<file path="src/rtl/sprite_rom_arbiter_if.sv">
// Sprite ROM arbiter bus: renderer requests/grants, ROM read port and tagged return data.
interface sprite_rom_arbiter_if #(
    parameter int ADDR_W = 10,
    parameter int DATA_W = 16
);
    logic              req1;
    logic [ADDR_W-1:0] base1;
    logic              req2;
    logic [ADDR_W-1:0] base2;
    logic              gnt1;
    logic              gnt2;
    logic              rom_en;
    logic [ADDR_W-1:0] rom_addr;
    logic [DATA_W-1:0] rom_data;
    logic [DATA_W-1:0] rd_data;
    logic              rd_valid1;
    logic              rd_valid2;
    logic              rd_last;
    logic              busy;

    // Renderers and ROM side
    modport master (
        output req1, base1, req2, base2, rom_data,
        input  gnt1, gnt2, rom_en, rom_addr, rd_data, rd_valid1, rd_valid2, rd_last, busy
    );

    // Arbiter side
    modport slave (
        input  req1, base1, req2, base2, rom_data,
        output gnt1, gnt2, rom_en, rom_addr, rd_data, rd_valid1, rd_valid2, rd_last, busy
    );
endinterface

</file>
<file path="src/rtl/sprite_rom_arbiter.sv">
// Round-robin arbiter sharing the sprite-pixel ROM read port between two renderers.
// Each grant issues a BURST-word read starting at the latched base; returned data is
// tagged with its owner and last-word flag by a ROM_LAT-deep shift register.
module sprite_rom_arbiter #(
    parameter int ADDR_W  = 10,
    parameter int DATA_W  = 16,
    parameter int BURST   = 8,
    parameter int ROM_LAT = 2
) (
    input  logic                 clock,
    input  logic                 reset,
    sprite_rom_arbiter_if.slave  bus
);
    localparam int CNT_W = (BURST > 1) ? $clog2(BURST) : 1;

    typedef enum logic {IDLE, ISSUE} state_t;
    typedef enum logic {P1, P2} player_t;

    state_t            state;
    state_t            state_next;
    player_t           last_served;
    logic [CNT_W-1:0]  cnt;
    logic [ADDR_W-1:0] base_q;
    logic              grant1;
    logic              grant2;
    logic              issuing;
    logic              burst_done;

    // Owner bit in the return pipe: 0 = player 1, 1 = player 2
    logic [ROM_LAT-1:0] pipe_valid;
    logic [ROM_LAT-1:0] pipe_owner;
    logic [ROM_LAT-1:0] pipe_last;

    assign issuing    = (state == ISSUE);
    assign burst_done = (cnt == CNT_W'(BURST - 1));

    // Arbitration: requests are only looked at in IDLE; ties go to the player not served last
    always_comb begin
        grant1 = 1'b0;
        grant2 = 1'b0;
        if (state == IDLE && !reset) begin
            if (bus.req1 && (!bus.req2 || last_served == P2))
                grant1 = 1'b1;
            else if (bus.req2)
                grant2 = 1'b1;
        end
    end

    // State register
    always_ff @(posedge clock or posedge reset) begin
        if (reset)
            state <= IDLE;
        else
            state <= state_next;
    end

    // Next-state logic
    always_comb begin
        state_next = state;
        case (state)
            IDLE:    if (grant1 || grant2) state_next = ISSUE;
            ISSUE:   if (burst_done)       state_next = IDLE;
            default: state_next = IDLE;
        endcase
    end

    // Burst bookkeeping: latch base and owner on grant, step the word counter while issuing
    always_ff @(posedge clock or posedge reset) begin
        if (reset) begin
            cnt         <= '0;
            base_q      <= '0;
            last_served <= P2;
        end else begin
            if (grant1) begin
                base_q      <= bus.base1;
                last_served <= P1;
            end else if (grant2) begin
                base_q      <= bus.base2;
                last_served <= P2;
            end
            if (issuing)
                cnt <= burst_done ? '0 : cnt + 1'b1;
        end
    end

    // Return-tag pipeline, loaded every cycle so a tag emerges exactly ROM_LAT cycles after rom_en
    generate
        if (ROM_LAT > 1) begin : g_pipe_deep
            always_ff @(posedge clock or posedge reset) begin
                if (reset) begin
                    pipe_valid <= '0;
                    pipe_owner <= '0;
                    pipe_last  <= '0;
                end else begin
                    pipe_valid <= {pipe_valid[ROM_LAT-2:0], issuing};
                    pipe_owner <= {pipe_owner[ROM_LAT-2:0], last_served == P2};
                    pipe_last  <= {pipe_last[ROM_LAT-2:0], issuing & burst_done};
                end
            end
        end else begin : g_pipe_single
            always_ff @(posedge clock or posedge reset) begin
                if (reset) begin
                    pipe_valid <= '0;
                    pipe_owner <= '0;
                    pipe_last  <= '0;
                end else begin
                    pipe_valid <= issuing;
                    pipe_owner <= (last_served == P2);
                    pipe_last  <= issuing & burst_done;
                end
            end
        end
    endgenerate

    // Output decode
    always_comb begin
        bus.gnt1      = grant1;
        bus.gnt2      = grant2;
        bus.rom_en    = issuing;
        bus.rom_addr  = issuing ? base_q + ADDR_W'(cnt) : '0;
        bus.rd_data   = reset ? '0 : bus.rom_data;
        bus.rd_valid1 = pipe_valid[ROM_LAT-1] & ~pipe_owner[ROM_LAT-1];
        bus.rd_valid2 = pipe_valid[ROM_LAT-1] &  pipe_owner[ROM_LAT-1];
        bus.rd_last   = pipe_valid[ROM_LAT-1] &  pipe_last[ROM_LAT-1];
        bus.busy      = issuing | (|pipe_valid);
    end
endmodule
</file>
<file path="src/flat_wrapper.sv">
// flat-port wrapper written by rule: the top's interface ports become plain ports
module sprite_rom_arbiter_flat 
#(
    parameter int ADDR_W  = 10,
    parameter int DATA_W  = 16,
    parameter int BURST   = 8,
    parameter int ROM_LAT = 2
)
  (clock, reset, bus_req1, bus_base1, bus_req2, bus_base2, bus_rom_data, bus_gnt1, bus_gnt2, bus_rom_en, bus_rom_addr, bus_rd_data, bus_rd_valid1, bus_rd_valid2, bus_rd_last, bus_busy);
  sprite_rom_arbiter_if #(.ADDR_W(ADDR_W), .DATA_W(DATA_W)) bus_i ();
  input  logic clock;
  input  logic reset;
  input wire logic [$bits(bus_i.req1)-1:0] bus_req1;
  input wire logic [$bits(bus_i.base1)-1:0] bus_base1;
  input wire logic [$bits(bus_i.req2)-1:0] bus_req2;
  input wire logic [$bits(bus_i.base2)-1:0] bus_base2;
  input wire logic [$bits(bus_i.rom_data)-1:0] bus_rom_data;
  output wire logic [$bits(bus_i.gnt1)-1:0] bus_gnt1;
  output wire logic [$bits(bus_i.gnt2)-1:0] bus_gnt2;
  output wire logic [$bits(bus_i.rom_en)-1:0] bus_rom_en;
  output wire logic [$bits(bus_i.rom_addr)-1:0] bus_rom_addr;
  output wire logic [$bits(bus_i.rd_data)-1:0] bus_rd_data;
  output wire logic [$bits(bus_i.rd_valid1)-1:0] bus_rd_valid1;
  output wire logic [$bits(bus_i.rd_valid2)-1:0] bus_rd_valid2;
  output wire logic [$bits(bus_i.rd_last)-1:0] bus_rd_last;
  output wire logic [$bits(bus_i.busy)-1:0] bus_busy;
  assign bus_i.req1 = bus_req1;
  assign bus_i.base1 = bus_base1;
  assign bus_i.req2 = bus_req2;
  assign bus_i.base2 = bus_base2;
  assign bus_i.rom_data = bus_rom_data;
  assign bus_gnt1 = bus_i.gnt1;
  assign bus_gnt2 = bus_i.gnt2;
  assign bus_rom_en = bus_i.rom_en;
  assign bus_rom_addr = bus_i.rom_addr;
  assign bus_rd_data = bus_i.rd_data;
  assign bus_rd_valid1 = bus_i.rd_valid1;
  assign bus_rd_valid2 = bus_i.rd_valid2;
  assign bus_rd_last = bus_i.rd_last;
  assign bus_busy = bus_i.busy;
  sprite_rom_arbiter #(.ADDR_W(ADDR_W), .DATA_W(DATA_W), .BURST(BURST), .ROM_LAT(ROM_LAT)) u_core (.clock(clock), .reset(reset), .bus(bus_i));
endmodule
</file>
<file path="config.mk">
export PLATFORM = sky130hd
export DESIGN_NAME = sprite_rom_arbiter_flat
export DESIGN_NICKNAME = d
export VERILOG_FILES = /design/src/rtl/sprite_rom_arbiter_if.sv /design/src/rtl/sprite_rom_arbiter.sv /design/src/flat_wrapper.sv
export SDC_FILE = /design/constraint.sdc
export NUM_CORES = 1
export LEC_CHECK = 0
export ABC_AREA = 0
export BUFFER_PORTS_ARGS = -buffer_cell sky130_fd_sc_hd__buf_2
export CAP_MARGIN = 20
export CORE_ASPECT_RATIO = 0.7
export CORE_MARGIN = 2
export CORE_UTILIZATION = 26
export CTS_CLUSTER_SIZE = 10
export DETAILED_ROUTE_END_ITERATION = 8
export HOLD_SLACK_MARGIN = 0.12
export PLACE_DENSITY = 0.51
export SYNTH_ARGS = -nofsm -noshare
export SYNTH_HDL_FRONTEND = slang
export SYNTH_SLANG_ARGS = --single-unit
</file>
<file path="constraint.sdc">
create_clock -name clock -period 1.6 [get_ports clock]
set_clock_uncertainty 0.05 [all_clocks]
set_input_delay 0 -clock clock [delete_from_list [all_inputs] [get_ports clock]]
set_output_delay 0 -clock clock [all_outputs]
set_load 0.01 [all_outputs]
</file>
# Yosys cells after proc, flatten, opt, wreduce, memory -nomap -nowiden
# Cells that the tools add are included.
dict set report totals {
  ff_bits 21
  input_bits 40
  output_inout_bits 33
  wordCells 40
}
dict set report op_classes {
  add_sub_neg 2
  n_eq_ne 1
  muxes 15
  bitwise_logic 7
  reduce_logical 8
}
# op count
set op_table {}
lappend op_table {{2-to-1 mux 10 bit} 3}
lappend op_table {{2-to-1 mux 16 bit} 1}
lappend op_table {{adder 10 x 3 -> 10 bit} 1}
lappend op_table {{2-to-1 mux 1 bit} 9}
lappend op_table {{bitwise AND 1 bit} 4}
lappend op_table {{adder 3 x 1 -> 3 bit, second input constant} 1}
lappend op_table {{equality test 3 bit, second input constant} 1}
lappend op_table {{2-to-1 mux 3 bit} 1}
lappend op_table {{logical AND 1 bit} 2}
lappend op_table {{logical NOT 1 bit} 2}
lappend op_table {{logical OR 1 bit} 2}
lappend op_table {{NOT 1 bit} 2}
lappend op_table {{case mux 1 bit (2 select lines)} 1}
lappend op_table {{nonzero test 2 bit} 1}
lappend op_table {{OR reduction 2 bit} 1}
lappend op_table {{OR 1 bit} 1}

# Longest topological paths before layout
dict set report logic_depth {
  ltp_word 8
  ltp_mapped 7
  depth_no_buf 7
}

# Worst setup path before layout
# OpenSTA, ideal clock, no wires.
dict set report synth_timing {
  path_type {register -> output}
  start {reg u_core.cnt[0]}
  end {out bus_rom_addr[6]}
  arrival_ns 1.581
  required_time_ns 1.550
  path_slack_ns -0.031
  stages_incl_launch_ff 8
  path_buffers 0
  cell_sequence {dfrtp_1 > ha_1 > inv_1 > fa_1 > nor2b_1 > o2111ai_1 > xnor2_1 > and2_1}
}
dict set report synth_between {
  elab_chain_len 2
}
# item line_no
set synth_rtl {}
lappend synth_rtl {{start: declaration} sprite_rom_arbiter.sv:22} ;# logic [CNT_W-1:0] cnt;
lappend synth_rtl {{start signal: assignment} sprite_rom_arbiter.sv:82} ;# cnt <= burst_done ? '0 : cnt + 1'b1;
lappend synth_rtl {{adder 10 x 3 -> 10 bit} sprite_rom_arbiter.sv:120} ;# bus.rom_addr = issuing ? base_q + ADDR_W'(cnt) : '0;
lappend synth_rtl {{2-to-1 mux 10 bit} sprite_rom_arbiter.sv:120}
lappend synth_rtl {{end: declaration} flat_wrapper.sv:21} ;# output wire logic [$bits(bus_i.rom_addr)-1:0] bus_rom_addr;
# No other way between the ends.

# Final worst setup path
dict set report layout_timing {
  start {reg u_core.base_q[0]}
  end {out bus_rom_addr[6]}
}
dict set report layout_between {
  elab_chain_len 2
}
# item line_no
set layout_rtl {}
lappend layout_rtl {{start: declaration} sprite_rom_arbiter.sv:23} ;# logic [ADDR_W-1:0] base_q;
lappend layout_rtl {{start signal: assignment} sprite_rom_arbiter.sv:75} ;# base_q <= bus.base1;
lappend layout_rtl {{start signal: assignment} sprite_rom_arbiter.sv:78} ;# base_q <= bus.base2;
lappend layout_rtl {{adder 10 x 3 -> 10 bit} sprite_rom_arbiter.sv:120}
lappend layout_rtl {{2-to-1 mux 10 bit} sprite_rom_arbiter.sv:120}
# No other way between the ends.

==> metrics.yaml <==
status: "finished with violations"
violations: "negative setup slack"
finalHoldViolCount: 0
fp.dieH_um: 61.5
maxSlewViolCount: 0
grt_pass1_wl_mm: 5.78
met1_usage_pct: 19.0
synth.distinct_cells: 29
pwr-share-seq_pct: 26.4
nets: 292
gp_congestion: 0.758
clk_path_buf_depth: 2
worstSkewPairLatency_ps: 260
p_clk_share_pct: 9.0
power_density_nw_per_um2: 1820
synth-edff-count: 0
die_w_um: 86.1
finalCriticalPeriod_ps: 1960
crit_path_max_fanout: 4
fmax_mhz: 511
cts_sinks: 21
p_total_w: 0.00387
wl_per_cell_um: 11.7
num_io_pins: 73
synth.cell_area_um2: 1230
drtIter0Drc: 77
syn_inst: 134
drt_pass1_iterations: 3
ant_nets: 0
cp-end-kind: "output port"
syn_area_per_cell_um2: 9.15
drive_above_1_share_pct: 46.5
ys_seq_elements: 21
globalRouteTotalUtil_pct: 14.2
cts_max_level: 1
rsz0062_at_grt: "true"
cp_data_arrival_time_ps: 1910
switching_share_pct: 39.2
leakagePower_nw: 1.05
hpwlAfterDp_mm: 2.46
finalCritPeriodShare_pct: 122
clkTransAtPathRegs_ps: 80
yosysSeqAreaShare_pct: 43.0
routed_via_density: 4.23
multi_input_area_um2: 738
synth-main-ff-cell: "dfrtp_1"
dieArea_um2: 5290
grt_util_met3_pct: 3.89
port_buffers: 72
ff_latch_area_um2: 528
busiest_layer: "met2"
switchingPower_w: 0.00152
worstMarginPinSlew_ps: 363
intPower_w: 0.00235
crit_type: "reg -> out"
hp-class: "in -> reg"
syn-num-nets: 180
start_kind: "flip-flop"
rows: 20
overflow: 0
grt_max_degree: 22
antenna_cells: 0
async_reset_ff_share_pct: 100
area_delta_synth_final_pct: 73.8
drv_cap: 0
hold_ws_ps: 128
cts_root_buf: "clkbuf_8"
peakVddDrop_mv: 0.540
ys.warnings.count: 0
grt_pass1_vias: 1232
vias: 1269
core-area_um2: 4430
combinationalPowerShare_pct: 64.6
setup_viol: 9
drc: 0
cp.required_ps: 1550
cts_buffers: 3
cts_tree: "yes"
gr-usage-met2_pct: 23.7
finalWirelength_mm: 3.52
worst_slack_ps: -357
final_util_pct: 48.1
fill_cells: 414
relSlewSlack_pct: 75.8
antenna_found_initial: 0
start_util_pct: 27.7
-- power groups by stage --
| stage | Combinational (W) | Clock [W] | Sequential [W] |
|---|---|---|---|
| finish | 0.00250 | 0.000350 | 0.00102 |
| global route | 0.00279 | 0.000398 | 0.00105 |
| CTS | 0.00233 | 0.000369 | 0.00101 |
| detailed placement | 0.00195 | 0 | 0.00101 |
| global placement | 0.00196 | 0 | 0.00101 |
| floorplan | 0.00120 | 0 | 0.000956 |
-- state kept, by name, summed over array words and instances (netlist names) --
signal	count
u_core.pipe_owner	2
u_core.pipe_valid	2
u_core.pipe_last	2
u_core.last_served	1
u_core.bus.rom_en	1
u_core.cnt	3
u_core.base_q	10
-- per-layer routing --
layer | part of all wire, % | vias up
li1 | - | 665
met5 | 0 | -
met1 | 48 | 575
met2 | 48 | 27
met4 | 0.23 | 0
met3 | 4.2 | 2
-- final timing paths --
kind / cells after the start / endpoint / slack [ps] / from
worst max-delay path: 8 / bus_rom_addr[6] / -360 / u_core.base_q[0]$_DFFE_PP0P_
worst min-delay path: 4 / u_core.base_q[3]$_DFFE_PP0P_ / 130 / bus_req1
worst max register to register: 5 / u_core.cnt[2]$_DFFE_PP0P_ / 80 / u_core.cnt[0]$_DFFE_PP0P_
worst min register to register: 0 / u_core.pipe_last[1]$_DFF_PP0_ / 310 / u_core.pipe_last[0]$_DFF_PP0_
max in group asynchronous: 4 / u_core.last_served$_DFFE_PP1P_ / 820 / reset
min in group asynchronous: 4 / u_core.pipe_owner[0]$_DFF_PP0_ / 420 / reset
-- layout by cell type (no fill, tap or decap), types with 2 or more instances in the layout --
cell           Yosys  final
mux2i_1            2      2
o22ai_1           11     11
xor2_1             3      3
buf_2              4     72
inv_1              6      5
dfrtp_1           20     19
and2_1            10     10
clkbuf_8           0      3
xnor2_1            3      3
nand2b_1           4      4
dlygate4sd3_1      0     21
nor2b_1           20     19
o21a_1             2      2
nor2_1            20     20
buf_4              0     19
nand2_1            5      4
ha_4               0      2
ha_1               5      2
-- synthesized netlist by cell type (3+ instances only) --
master / instances / share of area (%)
xnor2_1: 3 / 2.1
nand2_1: 5 / 1.5
nor2b_1: 20 / 10
ha_1: 5 / 5.1
inv_1: 6 / 1.8
o22ai_1: 11 / 5.6
nand3_1: 3 / 1.2
xor2_1: 3 / 2.1
and2_1: 10 / 5.1
nand2b_1: 4 / 2.0
nor2_1: 20 / 6.1
dfrtp_1: 20 / 41
buf_2: 4 / 1.6
-- kinds of logic (layout without fill, tap and decap cells) --
logic type | after synthesis | after routing | synth area share (%)
AO/OA/AOI/OAI | 19 | 19 | 10.3
XOR/XNOR | 6 | 6 | 4.29
adder cells (fa/ha/maj) | 6 | 6 | 6.73
buffers and inverters | 12 | 123 | 4.08
flip-flops | 21 | 21 | 43.0
multiplexers | 3 | 3 | 2.55
AND/OR/NAND/NOR | 67 | 67 | 29.1
-- worst max-delay path, cell delays in order (launching register included) --
cell	delay, ps
dfrtp_1	370
ha_2	190
inv_2	40
fa_2	350
nor2b_4	150
o2111ai_2	120
xnor2_1	140
and2_1	150
buf_2	130
-- repair_timing --
item,CTS,global route
hold buffers,21,0
resized for setup,11,7
setup endpoints to repair,9,10
cloned,0,0
endpoints found under the hold margin,31,0
buffers inserted,4,3
pin swaps,5,9
-- per-stage QoR --
stage               setup WS [ps]  area [um2]  TNS (ps)  instances
floorplan                    4.25        1230         0        134
CTS                          -356        2080     -1930        297
global placement             -109        1730      -345        268
finish                       -357        2130     -1970        300
detailed placement           -144        1730      -410        268
global route                 -474        2130     -2860        300
-- cell type report --
type / instances / share of cell area [%]
multi-input cells: 101 / 34.6
repair buffers: 113 / 34.0
flip-flops and latches: 21 / 24.8
well taps: 55 / 3.23
clock buffers: 3 / 1.94
inverters: 6 / 1.06
clock inverters: 1 / 0.352
No activity file was read; power rests on OpenSTA's default activity.
